File: src/rtl/booth_r8_decode_acc_pkg.sv
// Shared definitions for the radix-8 Booth digit path: digit code map, FSM states, digit weight.
// Latency: n/a (constants only).
// Backpressure: n/a.
package booth_pkg;

  // Bits of multiplier covered by one radix-8 digit (weight 8 = 2**3).
  localparam int BOOTH_DIG_BITS = 3;

  // Digit codes; each negative code is the bitwise complement of its positive twin.
  localparam logic [3:0] BOOTH_P0 = 4'b0101;
  localparam logic [3:0] BOOTH_P1 = 4'b0001;
  localparam logic [3:0] BOOTH_P2 = 4'b0010;
  localparam logic [3:0] BOOTH_P3 = 4'b0100;
  localparam logic [3:0] BOOTH_P4 = 4'b1000;
  localparam logic [3:0] BOOTH_N0 = 4'b1010;
  localparam logic [3:0] BOOTH_N1 = 4'b1110;
  localparam logic [3:0] BOOTH_N2 = 4'b1101;
  localparam logic [3:0] BOOTH_N3 = 4'b1011;
  localparam logic [3:0] BOOTH_N4 = 4'b0111;

  // Accumulator FSM states.
  typedef logic [1:0] booth_state_t;
  localparam booth_state_t ST_IDLE  = 2'd0;
  localparam booth_state_t ST_ACCUM = 2'd1;
  localparam booth_state_t ST_DONE  = 2'd2;

endpackage

File: src/rtl/booth_r8_decode_acc_if.sv
// Bundle between the digit source / writeback side and the Booth decode-accumulator.
// Latency: n/a (wires only).
// Backpressure: DIG_READY qualifies DIG_VALID; START is only honoured while the block is idle.
// master: drives START, MCAND, DIG_VALID, DIG_CODE; observes DIG_READY, BUSY, PROD, PROD_VALID, ERR.
// slave : the accumulator, the mirror image of master.
interface booth_r8_decode_acc_if #(
  parameter int MCAND_W = 16,
  parameter int NDIG    = 6
) ();
  localparam int PROD_W = MCAND_W + booth_pkg::BOOTH_DIG_BITS * NDIG;

  logic                      START;
  logic signed [MCAND_W-1:0] MCAND;
  logic                      DIG_VALID;
  logic [3:0]                DIG_CODE;
  logic                      DIG_READY;
  logic                      BUSY;
  logic signed [PROD_W-1:0]  PROD;
  logic                      PROD_VALID;
  logic                      ERR;

  modport master (
    output START, MCAND, DIG_VALID, DIG_CODE,
    input  DIG_READY, BUSY, PROD, PROD_VALID, ERR
  );

  modport slave (
    input  START, MCAND, DIG_VALID, DIG_CODE,
    output DIG_READY, BUSY, PROD, PROD_VALID, ERR
  );
endinterface

File: src/rtl/booth_r8_digit_dec.sv
// Combinational decode of a 4-bit radix-8 Booth digit code into sign, one-hot magnitude select, zero, illegal.
// Latency: 0 cycles (pure combinational).
// Backpressure: none.
// Ports: code in; neg, sel1..sel4 (one-hot magnitude), zero (+0/-0), illegal (6 unused codes) out.
module booth_r8_digit_dec
  import booth_pkg::*;
(
  input  logic [3:0] code,
  output logic       neg,
  output logic       sel1,
  output logic       sel2,
  output logic       sel3,
  output logic       sel4,
  output logic       zero,
  output logic       illegal
);

  always_comb begin
    neg     = 1'b0;
    sel1    = 1'b0;
    sel2    = 1'b0;
    sel3    = 1'b0;
    sel4    = 1'b0;
    zero    = 1'b0;
    illegal = 1'b0;
    case (code)
      BOOTH_P0: zero = 1'b1;
      BOOTH_P1: sel1 = 1'b1;
      BOOTH_P2: sel2 = 1'b1;
      BOOTH_P3: sel3 = 1'b1;
      BOOTH_P4: sel4 = 1'b1;
      BOOTH_N0: begin neg = 1'b1; zero = 1'b1; end
      BOOTH_N1: begin neg = 1'b1; sel1 = 1'b1; end
      BOOTH_N2: begin neg = 1'b1; sel2 = 1'b1; end
      BOOTH_N3: begin neg = 1'b1; sel3 = 1'b1; end
      BOOTH_N4: begin neg = 1'b1; sel4 = 1'b1; end
      default:  illegal = 1'b1;
    endcase
  end

endmodule

File: src/rtl/booth_r8_decode_acc.sv
// Radix-8 Booth receive side: decodes LSD-first digit codes, accumulates digit*MCAND*8^i, emits signed product.
// Latency: START->first digit accept 1 cycle; last accept->PROD_VALID 1 cycle; min op NDIG+2 cycles.
// Backpressure: DIG_READY high only in ACCUM; DIG_VALID low stalls with all state held.
// Ports: CLK, RST (async, active-high); bus (slave modport): START/MCAND in, DIG_VALID/DIG_CODE/DIG_READY
//        digit handshake, BUSY, PROD/PROD_VALID result, ERR illegal-code flag.
// Build option: BOOTH_DIG_CHECK_EN enables sticky ERR on illegal codes; otherwise ERR is tied low.
module booth_r8_decode_acc
  import booth_pkg::*;
#(
  parameter int MCAND_W = 16,
  parameter int NDIG    = 6
) (
  input  logic                 CLK,
  input  logic                 RST,
  booth_r8_decode_acc_if.slave bus
);

  localparam int PROD_W = MCAND_W + BOOTH_DIG_BITS * NDIG;
  localparam int PP_W   = MCAND_W + 3;
  localparam int CNT_W  = $clog2(NDIG + 1);

  booth_state_t              state_q, state_d;
  logic signed [MCAND_W-1:0] mcand_q, mcand_d;
  logic signed [MCAND_W+1:0] mcand3_q, mcand3_d;
  logic signed [PROD_W-1:0]  acc_q, acc_d;
  logic signed [PROD_W-1:0]  prod_q, prod_d;
  logic [CNT_W-1:0]          cnt_q, cnt_d;

  logic dec_neg, dec_sel1, dec_sel2, dec_sel3, dec_sel4, dec_zero, dec_illegal;
  logic dig_acc;

  logic signed [PP_W-1:0]    mc_ext, mag, pp;
  logic signed [PROD_W-1:0]  pp_sh;
  logic signed [MCAND_W+1:0] mc2;
  logic [7:0]                sh_amt;

  booth_r8_digit_dec u_dec (
    .code    (bus.DIG_CODE),
    .neg     (dec_neg),
    .sel1    (dec_sel1),
    .sel2    (dec_sel2),
    .sel3    (dec_sel3),
    .sel4    (dec_sel4),
    .zero    (dec_zero),
    .illegal (dec_illegal)
  );

  assign dig_acc = (state_q == ST_ACCUM) && bus.DIG_VALID;

  // Partial product, then placed at weight 8^cnt within the product width.
  always_comb begin
    mc_ext = PP_W'(mcand_q);
    mag    = '0;
    // Zero/illegal codes never assert a select; the guard makes "contributes 0" explicit.
    if (!dec_zero && !dec_illegal) begin
      if (dec_sel1)      mag = mc_ext;
      else if (dec_sel2) mag = mc_ext <<< 1;
      else if (dec_sel3) mag = PP_W'(mcand3_q);
      else if (dec_sel4) mag = mc_ext <<< 2;
    end
    pp     = dec_neg ? -mag : mag;
    sh_amt = 8'(cnt_q) * 8'(BOOTH_DIG_BITS);
    pp_sh  = PROD_W'(pp) <<< sh_amt;
  end

  always_comb begin
    state_d  = state_q;
    mcand_d  = mcand_q;
    mcand3_d = mcand3_q;
    acc_d    = acc_q;
    cnt_d    = cnt_q;
    prod_d   = prod_q;
    mc2      = (MCAND_W + 2)'(bus.MCAND);
    case (state_q)
      ST_IDLE: begin
        if (bus.START) begin
          state_d  = ST_ACCUM;
          mcand_d  = bus.MCAND;
          // 3*MCAND formed once here so the +/-3 digits need no adder in the digit path.
          mcand3_d = mc2 + (mc2 <<< 1);
          acc_d    = '0;
          cnt_d    = '0;
        end
      end
      ST_ACCUM: begin
        if (dig_acc) begin
          acc_d = acc_q + pp_sh;
          cnt_d = cnt_q + CNT_W'(1);
          if (cnt_q == CNT_W'(NDIG - 1)) begin
            state_d = ST_DONE;
            prod_d  = acc_q + pp_sh;
          end
        end
      end
      ST_DONE:  state_d = ST_IDLE;
      default:  state_d = ST_IDLE;
    endcase
  end

  always_ff @(posedge CLK or posedge RST) begin
    if (RST) begin
      state_q  <= ST_IDLE;
      mcand_q  <= '0;
      mcand3_q <= '0;
      acc_q    <= '0;
      cnt_q    <= '0;
      prod_q   <= '0;
    end else begin
      state_q  <= state_d;
      mcand_q  <= mcand_d;
      mcand3_q <= mcand3_d;
      acc_q    <= acc_d;
      cnt_q    <= cnt_d;
      prod_q   <= prod_d;
    end
  end

`ifdef BOOTH_DIG_CHECK_EN
  logic err_q, err_d;

  // Sticky from the first illegal accept until the next accepted START.
  always_comb begin
    err_d = err_q;
    if ((state_q == ST_IDLE) && bus.START) err_d = 1'b0;
    else if (dig_acc && dec_illegal)       err_d = 1'b1;
  end

  always_ff @(posedge CLK or posedge RST) begin
    if (RST) err_q <= 1'b0;
    else     err_q <= err_d;
  end

  assign bus.ERR = err_q;
`else
  assign bus.ERR = 1'b0;
`endif

  assign bus.DIG_READY  = (state_q == ST_ACCUM);
  assign bus.BUSY       = (state_q != ST_IDLE);
  assign bus.PROD_VALID = (state_q == ST_DONE);
  assign bus.PROD       = prod_q;

endmodule
File: src/flat_wrapper.sv
// flat-port wrapper written by rule: the top's interface ports become plain ports
module booth_r8_decode_acc_flat import booth_pkg::*;
#(
  parameter int MCAND_W = 16,
  parameter int NDIG    = 6
)
  (CLK, RST, bus_START, bus_MCAND, bus_DIG_VALID, bus_DIG_CODE, bus_DIG_READY, bus_BUSY, bus_PROD, bus_PROD_VALID, bus_ERR);
  booth_r8_decode_acc_if #(.MCAND_W(MCAND_W), .NDIG(NDIG)) bus_i ();
  input  logic CLK;
  input  logic RST;
  input wire logic [$bits(bus_i.START)-1:0] bus_START;
  input wire logic [$bits(bus_i.MCAND)-1:0] bus_MCAND;
  input wire logic [$bits(bus_i.DIG_VALID)-1:0] bus_DIG_VALID;
  input wire logic [$bits(bus_i.DIG_CODE)-1:0] bus_DIG_CODE;
  output wire logic [$bits(bus_i.DIG_READY)-1:0] bus_DIG_READY;
  output wire logic [$bits(bus_i.BUSY)-1:0] bus_BUSY;
  output wire logic [$bits(bus_i.PROD)-1:0] bus_PROD;
  output wire logic [$bits(bus_i.PROD_VALID)-1:0] bus_PROD_VALID;
  output wire logic [$bits(bus_i.ERR)-1:0] bus_ERR;
  assign bus_i.START = bus_START;
  assign bus_i.MCAND = bus_MCAND;
  assign bus_i.DIG_VALID = bus_DIG_VALID;
  assign bus_i.DIG_CODE = bus_DIG_CODE;
  assign bus_DIG_READY = bus_i.DIG_READY;
  assign bus_BUSY = bus_i.BUSY;
  assign bus_PROD = bus_i.PROD;
  assign bus_PROD_VALID = bus_i.PROD_VALID;
  assign bus_ERR = bus_i.ERR;
  booth_r8_decode_acc #(.MCAND_W(MCAND_W), .NDIG(NDIG)) u_core (.CLK(CLK), .RST(RST), .bus(bus_i));
endmodule
File: config.mk
export PLATFORM = sky130hd
export DESIGN_NAME = booth_r8_decode_acc_flat
export DESIGN_NICKNAME = d
export VERILOG_FILES = /design/src/rtl/booth_r8_decode_acc_pkg.sv /design/src/rtl/booth_r8_decode_acc_if.sv /design/src/rtl/booth_r8_digit_dec.sv /design/src/rtl/booth_r8_decode_acc.sv /design/src/flat_wrapper.sv
export SDC_FILE = /design/constraint.sdc
export NUM_CORES = 1
export LEC_CHECK = 0
export ABC_CLOCK_PERIOD_IN_PS = 13500
export CAP_MARGIN = 20
export CORE_MARGIN = 2
export CORE_UTILIZATION = 60
export DETAILED_ROUTE_END_ITERATION = 10
export GPL_ROUTABILITY_DRIVEN = 1
export PLACE_DENSITY = 0.92
export SLEW_MARGIN = 20
export SYNTH_ARGS = -nofsm -noshare
export SYNTH_HDL_FRONTEND = slang
export SYNTH_SLANG_ARGS = --single-unit
File: constraint.sdc
create_clock -name CLK -period 13.5 [get_ports CLK]
set_clock_uncertainty 0.1 [all_clocks]
set_input_delay 3.375 -clock CLK [delete_from_list [all_inputs] [get_ports CLK]]
set_output_delay 3.375 -clock CLK [all_outputs]
set_load 0.01 [all_outputs]
==> metrics.md, run 1 <==
| Metric | Value |
|---|---|
| Status | `complete, no violations` |
| Max-Cap Viols | `0` |
| GRT Util Overall | `30.1%` |
| Util after Layout | `68.8%` |
| Die area | `0.0161 mm²` |
| Worst path slowest cell | `clkdlybuf4s50_1` |
| Bufs on Longest Clock Path | `2` |
| Commonest non-fill, non-tap cell in the layout | `nand2_1` |
| RSZ-0062 raised after global routing | `false` |
| Crit path time final | `10990 ps` |
| # resized after CTS | `0` |
| Worst hold stages | `2` |
| CTS Buf Count | `9` |
| DRT iter0 DRCs | `between 900 and 1000` |
| CTS tree | `yes` |
| Initial antenna violation count | `0` |
| Die Width | `127 µm` |
| End of the worst register-to-register path | `u_core.acc_q[33]$_DFFE_PP0P_` |
| Footprint of the multi-input gates | `between 0.006 and 0.007 mm²` |
| First-pass DRT Iterations | `5` |
| Final setup vio count | `0` |
| EDFF count, synth | `0` |
| Postcts setup bufs | `0` |
| Setup TNS | `0 ps` |
| # DRC | `0` |
| Die Y | `127 µm` |
| H-tree depth | `3` |
| Standard-cell row count | `44` |
| Wirelength, routed | `23800 µm` |
| Largest net degree at the start of global routing | `about 70` |
| Synth Instances | `1125` |
| Synthesized area | `0.00908 mm²` |
| CP Launch Type | `input pin` |
| GR Overflow Total | `0` |
| Crit Path Class | `in2reg` |
| WL/cell | `17.8 µm` |
| ANT cells | `0` |
| Synth warn | `0` |
| Via density | `about 6.4` |
| Most frequent cells in the layout | `206 x nand2_1, 105 x dfrtp_1, 82 x nor2_1, 73 x a21oi_1, 68 x o21ai_0` |
| Synth unique cells | `79` |
| Port Buffers | `60` |
| Async S/R FF share, synth | `100%` |
| R2R Setup Slk | `6540 ps` |
| Seq/Total Area, Yosys | `28.9%` |
| Clk sink count | `~110` |
| IO Pins | `62` |
| Core ar. | `~0.015 mm²` |
| Root buffer cell | `clkbuf_16` |
| Nets | `1223` |
| Vias in the first global route | `between 7000 and 8000` |
| Fmax | `91.0 MHz` |
| Worst-path clk slew | `70 ps` |
| Hold-fix buffers at CTS | `0` |
| Worst Setup End Kind | `register` |
| Layout cells sized above 1 | `between 5 and 6%` |
| Max Fanout on Critical Path | `26` |
| CP max stage delay | `1030 ps` |
| Worst R2R Start | `u_core.mcand3_q[1]$_DFFE_PP0P_` |
| Data arrival time of the worst path | `11180 ps` |
| Synth Flop Type | `dfrtp_1` |
| Worst R2R Path Depth | `28` |
| Hold EP | `u_core.bus.PROD[13]$_DFFE_PP0P_` |
| Starting Density | `between 60% and 70%` |
| Mean Syn Cell Area | `8.08 µm²` |
| # fillers | `around 1200` |
| Synth Register Bits | `105` |
| Register area | `0.00263 mm²` |
| Worst slew margin | `34.3%` |
| Hold Vio Cnt, Final | `0` |
| Post-Syn Nets | `1204` |
| Final period utilization | `81.4%` |
| Detail Route Antenna Nets | `0` |
| Final Wtd Congestion | `0.961` |
| Layout overhead on the synthesized area | `10.9%` |
| Hold Crit Start | `u_core.bus.PROD[13]$_DFFE_PP0P_` |
| First-pass GRT wire length | `around 40000 µm` |
| Max-slew violation count | `0` |
| Worst-Margin Slew | `about 1000 ps` |
| Hold Crit Class | `reg2reg` |
| Clock Latency Late Sink | `360 ps` |
| DR vias | `8570` |
| HPWL Detailed | `approximately 17000 µm` |
| Critical path required time | `between 10000 and 15000 ps` |
==> worst max-delay path: cells and delay by family <==
| family | cells | cell delay, ps |
|---|---|---|
| AO/OA/AOI/OAI | 12 | 3640 |
| XOR/XNOR | 2 | 520 |
| adder cells (fa/ha/maj) | 2 | 530 |
| buffers and inverters | 2 | 1100 |
| multiplexers | 4 | 820 |
| AND/OR/NAND/NOR | 7 | 1160 |
==> cell type report <==
type                    count  share of cell area (%)
flip-flops and latches    105                    26.1
well taps                 184                    2.28
repair buffers             72                    6.85
multi-input cells         918                    60.0
clock inverters             7                    1.09
clock buffers               9                    2.23
inverters                  38                    1.44
==> cell usage after synthesis, drive strengths merged (18+ instances only) <==
library cell | number | area, µm²
dfrtp | 105 | 2630
a22o | 30 | 263
ha | 52 | 651
xnor2 | 34 | 298
buf | 18 | 103
nor2 | 83 | 312
mux2 | 19 | 214
inv | 37 | 139
o21ai | 73 | 369
mux2i | 30 | 300
nor3 | 18 | 90.1
clkbuf | 46 | 173
xor2 | 21 | 191
a21oi | 73 | 365
nand2 | 206 | 773
==> per-layer routing <==
metal  part of all wire, %  track usage (%)  up-vias
met5                     0                0        -
met4                   1.2             7.24        0
met3                   7.8             5.49       25
met2                    44             46.4      321
met1                    46             44.4     4108
li1                      -                -     4116
==> sequential cells by signal, indices dropped and copies added, names as in the netlist <==
signal           cells
u_core.acc_q        34
u_core.state_q       2
u_core.cnt_q         3
u_core.mcand_q      14
u_core.mcand3_q     18
u_core.bus.PROD     34
==> metrics by stage <==
step           hold WS [ps]  instance area [µm²]  instances  worst slack, ps
3_3_place_gp            359                 9740       1317             2500
3_5_place_dp            362                 9740       1317             2320
6_report                378                10100       1333             2510
2_1_floorplan           350                 9080       1125             3960
5_1_grt                 405                10100       1333             1800
4_1_cts                 381                10100       1333             2650
==> worst max path at each step <==
stage               slack (ps)  cells after the start                               to            start
floorplan                 3960                     29  u_core.bus.PROD[33]$_DFFE_PP0P_  bus_DIG_CODE[3]
global placement          2500                     28  u_core.bus.PROD[33]$_DFFE_PP0P_  bus_DIG_CODE[1]
detailed placement        2320                     28     u_core.acc_q[33]$_DFFE_PP0P_  bus_DIG_CODE[0]
CTS                       2650                     29     u_core.acc_q[33]$_DFFE_PP0P_  bus_DIG_CODE[0]
global route              1800                     28     u_core.acc_q[33]$_DFFE_PP0P_  bus_DIG_CODE[0]
finish                    2510                     29     u_core.acc_q[33]$_DFFE_PP0P_  bus_DIG_CODE[0]
==> logic make-up after synthesis <==
kind of cell               share of synthesized area (%)
other                                             0.0413
and+or+nand+nor                                     20.6
DFF                                                 28.9
xor gates and xnor gates                            5.39
buffers and inverters                               4.60
adders and majority gates                           7.82
AOI/OAI and AO/OA                                   26.2
muxes                                               6.40
Power of run 1 is left out: the tool's default activity adds up to more than one toggle a clock period on the data nets, which glitch-free logic cannot reach.
==> inputs of run 2 (changes only) <==
--- a/config.mk
+++ b/config.mk
@@ -5,13 +5,13 @@
 export SDC_FILE = /design/constraint.sdc
 export NUM_CORES = 1
 export LEC_CHECK = 0
-export ABC_CLOCK_PERIOD_IN_PS = 13500
+export ABC_CLOCK_PERIOD_IN_PS = 9100
 export CAP_MARGIN = 20
 export CORE_MARGIN = 2
-export CORE_UTILIZATION = 60
+export CORE_UTILIZATION = 55
 export DETAILED_ROUTE_END_ITERATION = 10
 export GPL_ROUTABILITY_DRIVEN = 1
-export PLACE_DENSITY = 0.92
+export PLACE_DENSITY = 0.89
 export SLEW_MARGIN = 20
 export SYNTH_ARGS = -nofsm -noshare
 export SYNTH_HDL_FRONTEND = slang
==> constraint.sdc (replaced) <==
create_clock -name CLK -period 9.1 [get_ports CLK]
set_clock_uncertainty 0.1 [all_clocks]
set_input_delay 2.275 -clock CLK [delete_from_list [all_inputs] [get_ports CLK]]
set_output_delay 2.275 -clock CLK [all_outputs]
set_load 0.01 [all_outputs]
==> run 2 against run 1 <==
Worst setup slack worse by 2000 ps. Count of clock-buffer cells in the layout up 1. Global-route usage down 2.2 points. Register-to-register slack worse by 4000 ps. First-iteration DRC count down 4.6%. Core utilization down 2.9 points. Sequential cell count unchanged.
==> metrics.md, run 2 (same netlist as run 1, synthesis figures left out) <==
| Metric | Value |
|---|---|
| Status | `complete, no violations` |
| Final period utilization | `94.5%` |
| Worst-Margin Slew | `between 900 and 1000 ps` |
| Initial antenna violation count | `0` |
| HPWL Detailed | `18100 µm` |
| Wirelength, routed | `24200 µm` |
| R2R Setup Slk | `2530 ps` |
| DR vias | `8712` |
| Port Buffers | `60` |
| End of the worst register-to-register path | `u_core.acc_q[33]$_DFFE_PP0P_` |
| Largest net degree at the start of global routing | `58` |
| Register area | `0.00263 mm²` |
| Detail Route Antenna Nets | `0` |
| Critical path required time | `9280 ps` |
| Data arrival time of the worst path | `8790 ps` |
| # fillers | `about 1400` |
| Worst-path clk slew | `around 80 ps` |
| Max Fanout on Critical Path | `9` |
| Worst R2R Path Depth | `21` |
| Layout cells sized above 1 | `a little over a tenth` |
| First-pass DRT Iterations | `6` |
| Crit Path Class | `in2reg` |
| Nets | `1274` |
| Bufs on Longest Clock Path | `2` |
| Most frequent cells in the layout | `206 x nand2_1, 105 x dfrtp_1, 82 x nor2_1, 73 x a21oi_1, 68 x o21ai_0` |
| CP max stage delay | `500 ps` |
| Worst slew margin | `38.9%` |
| Max-slew violation count | `0` |
| Fmax | `116 MHz` |
| Hold Vio Cnt, Final | `0` |
| Hold Crit Class | `reg2reg` |
| Die Y | `133 µm` |
| CP most frequent cell | `nand2_1` |
| DRT iter0 DRCs | `866` |
| Die area | `0.0176 mm²` |
| Crit path time final | `between 8000 and 9000 ps` |
| CP Launch Type | `input pin` |
| CTS tree | `yes` |
| Starting Density | `a little under three fifths` |
| Worst hold stages | `2` |
| Clk sink count | `105` |
| Worst R2R Start | `u_core.cnt_q[0]$_DFFE_PP0P_` |
| Worst path slowest cell | `mux4_2` |
| GR Overflow Total | `0` |
| Vias in the first global route | `around 8000` |
| Max-Cap Viols | `0` |
| H-tree depth | `3` |
| Final Wtd Congestion | `0.936` |
| Standard-cell row count | `46` |
| Commonest non-fill, non-tap cell in the layout | `nand2_1` |
| ANT cells | `0` |
| Root buffer cell | `clkbuf_16` |
| CTS Buf Count | `9` |
| Die Width | `133 µm` |
| Via density | `6.15` |
| Core ar. | `0.0160 mm²` |
| Clock Latency Late Sink | `about 360 ps` |
| # DRC | `0` |
| Worst Setup End Kind | `register` |
| Layout overhead on the synthesized area | `16.2%` |
| WL/cell | `17.1 µm` |
| Setup TNS | `0 ps` |
| IO Pins | `62` |
| Footprint of the multi-input gates | `0.00611 mm²` |
| Hold Crit Start | `u_core.bus.PROD[21]$_DFFE_PP0P_` |
| First-pass GRT wire length | `40700 µm` |
| Final setup vio count | `0` |
| GRT Util Overall | `27.9%` |
| Hold EP | `u_core.bus.PROD[21]$_DFFE_PP0P_` |
| Postcts setup bufs | `0` |
==> run 2: cell types whose count changed in the layout (fill, tap and decap cells not counted), sizes merged <==
cell	delta
buf	+51
bufinv	-2
clkbuf	+1
clkdlybuf4s50	-3
dlymetal6s2s	+3
inv	+1
==> run 2: metrics by stage <==
stage | area (µm²) | hold slack, ps | instances | setup WS, ps | utilization (%)
after floorplan | 9080 | 350 | 1125 | 657 | -
after global placement | 10200 | 358 | 1400 | 118 | 63.6
after CTS | 10500 | 380 | 1416 | 310 | 65.5
after global routing | 10600 | 395 | 1416 | -13.0 | 66.0
final | 10600 | 376 | 1416 | 497 | 66.0
after detailed placement | 10200 | 361 | 1400 | -33.8 | 63.6
==> run 2: layout make-up <==
cell class / count / share of cell area, %
Multi-Input combinational cell: 918 / 57.9
Sequential cell: 105 / 24.9
Timing Repair Buffer: 123 / 10.4
Tap cell: 216 / 2.56
Clock buffer: 10 / 2.26
Inverter: 38 / 1.38
Clock inverter: 6 / 0.581
==> run 2: timing repair <==
| item | 4_1_cts | 5_1_grt |
|---|---|---|
| hold buffers | 0 | 0 |
| setup endpoints to repair | 0 | 11 |
| endpoints found under the hold margin | 0 | 0 |
| resized for setup | 0 | 15 |
==> run 2: how the worst max path moves through the flow <==
stage	startpoint	to	cells past startpoint
2_1_floorplan	bus_DIG_CODE[3]	u_core.bus.PROD[33]$_DFFE_PP0P_	29
5_1_grt	bus_DIG_CODE[1]	u_core.acc_q[33]$_DFFE_PP0P_	29
3_3_place_gp	bus_DIG_CODE[3]	u_core.bus.PROD[32]$_DFFE_PP0P_	25
3_5_place_dp	bus_DIG_CODE[0]	u_core.acc_q[33]$_DFFE_PP0P_	29
4_1_cts	bus_DIG_CODE[0]	u_core.acc_q[33]$_DFFE_PP0P_	29
6_report	bus_DIG_CODE[1]	u_core.acc_q[33]$_DFFE_PP0P_	30
==> run 2: critical path, delay by kind of cell <==
kind / cells / cell delay (ps)
compound gates: 11 / 2610
simple gates: 8 / 1170
mux: 4 / 1140
buf+inv: 4 / 900
fa+ha+maj: 2 / 450
xor+xnor: 1 / 230
==> run 2: routing by layer <==
metal	routed length [µm]	share of wire, %	vias up	GRT usage, %
li1	-	-	4226	-
met5	0	0	-	0
met4	311	1.3	0	6.51
met1	11600	48	4122	41.6
met2	10500	43	327	42.0
met3	1840	7.6	37	5.29
Power of run 2 is left out for the same reason.
==> inputs of run 3 (changes only) <==
--- a/config.mk
+++ b/config.mk
@@ -9,6 +9,7 @@
 export CAP_MARGIN = 20
 export CORE_MARGIN = 2
 export CORE_UTILIZATION = 55
+export CTS_CLUSTER_SIZE = 10
 export DETAILED_ROUTE_END_ITERATION = 10
 export GPL_ROUTABILITY_DRIVEN = 1
 export PLACE_DENSITY = 0.89
==> results of run 3 <==
The final DEF is identical to that of run 2; final timing and power are the same.
Power of run 3 is left out for the same reason.
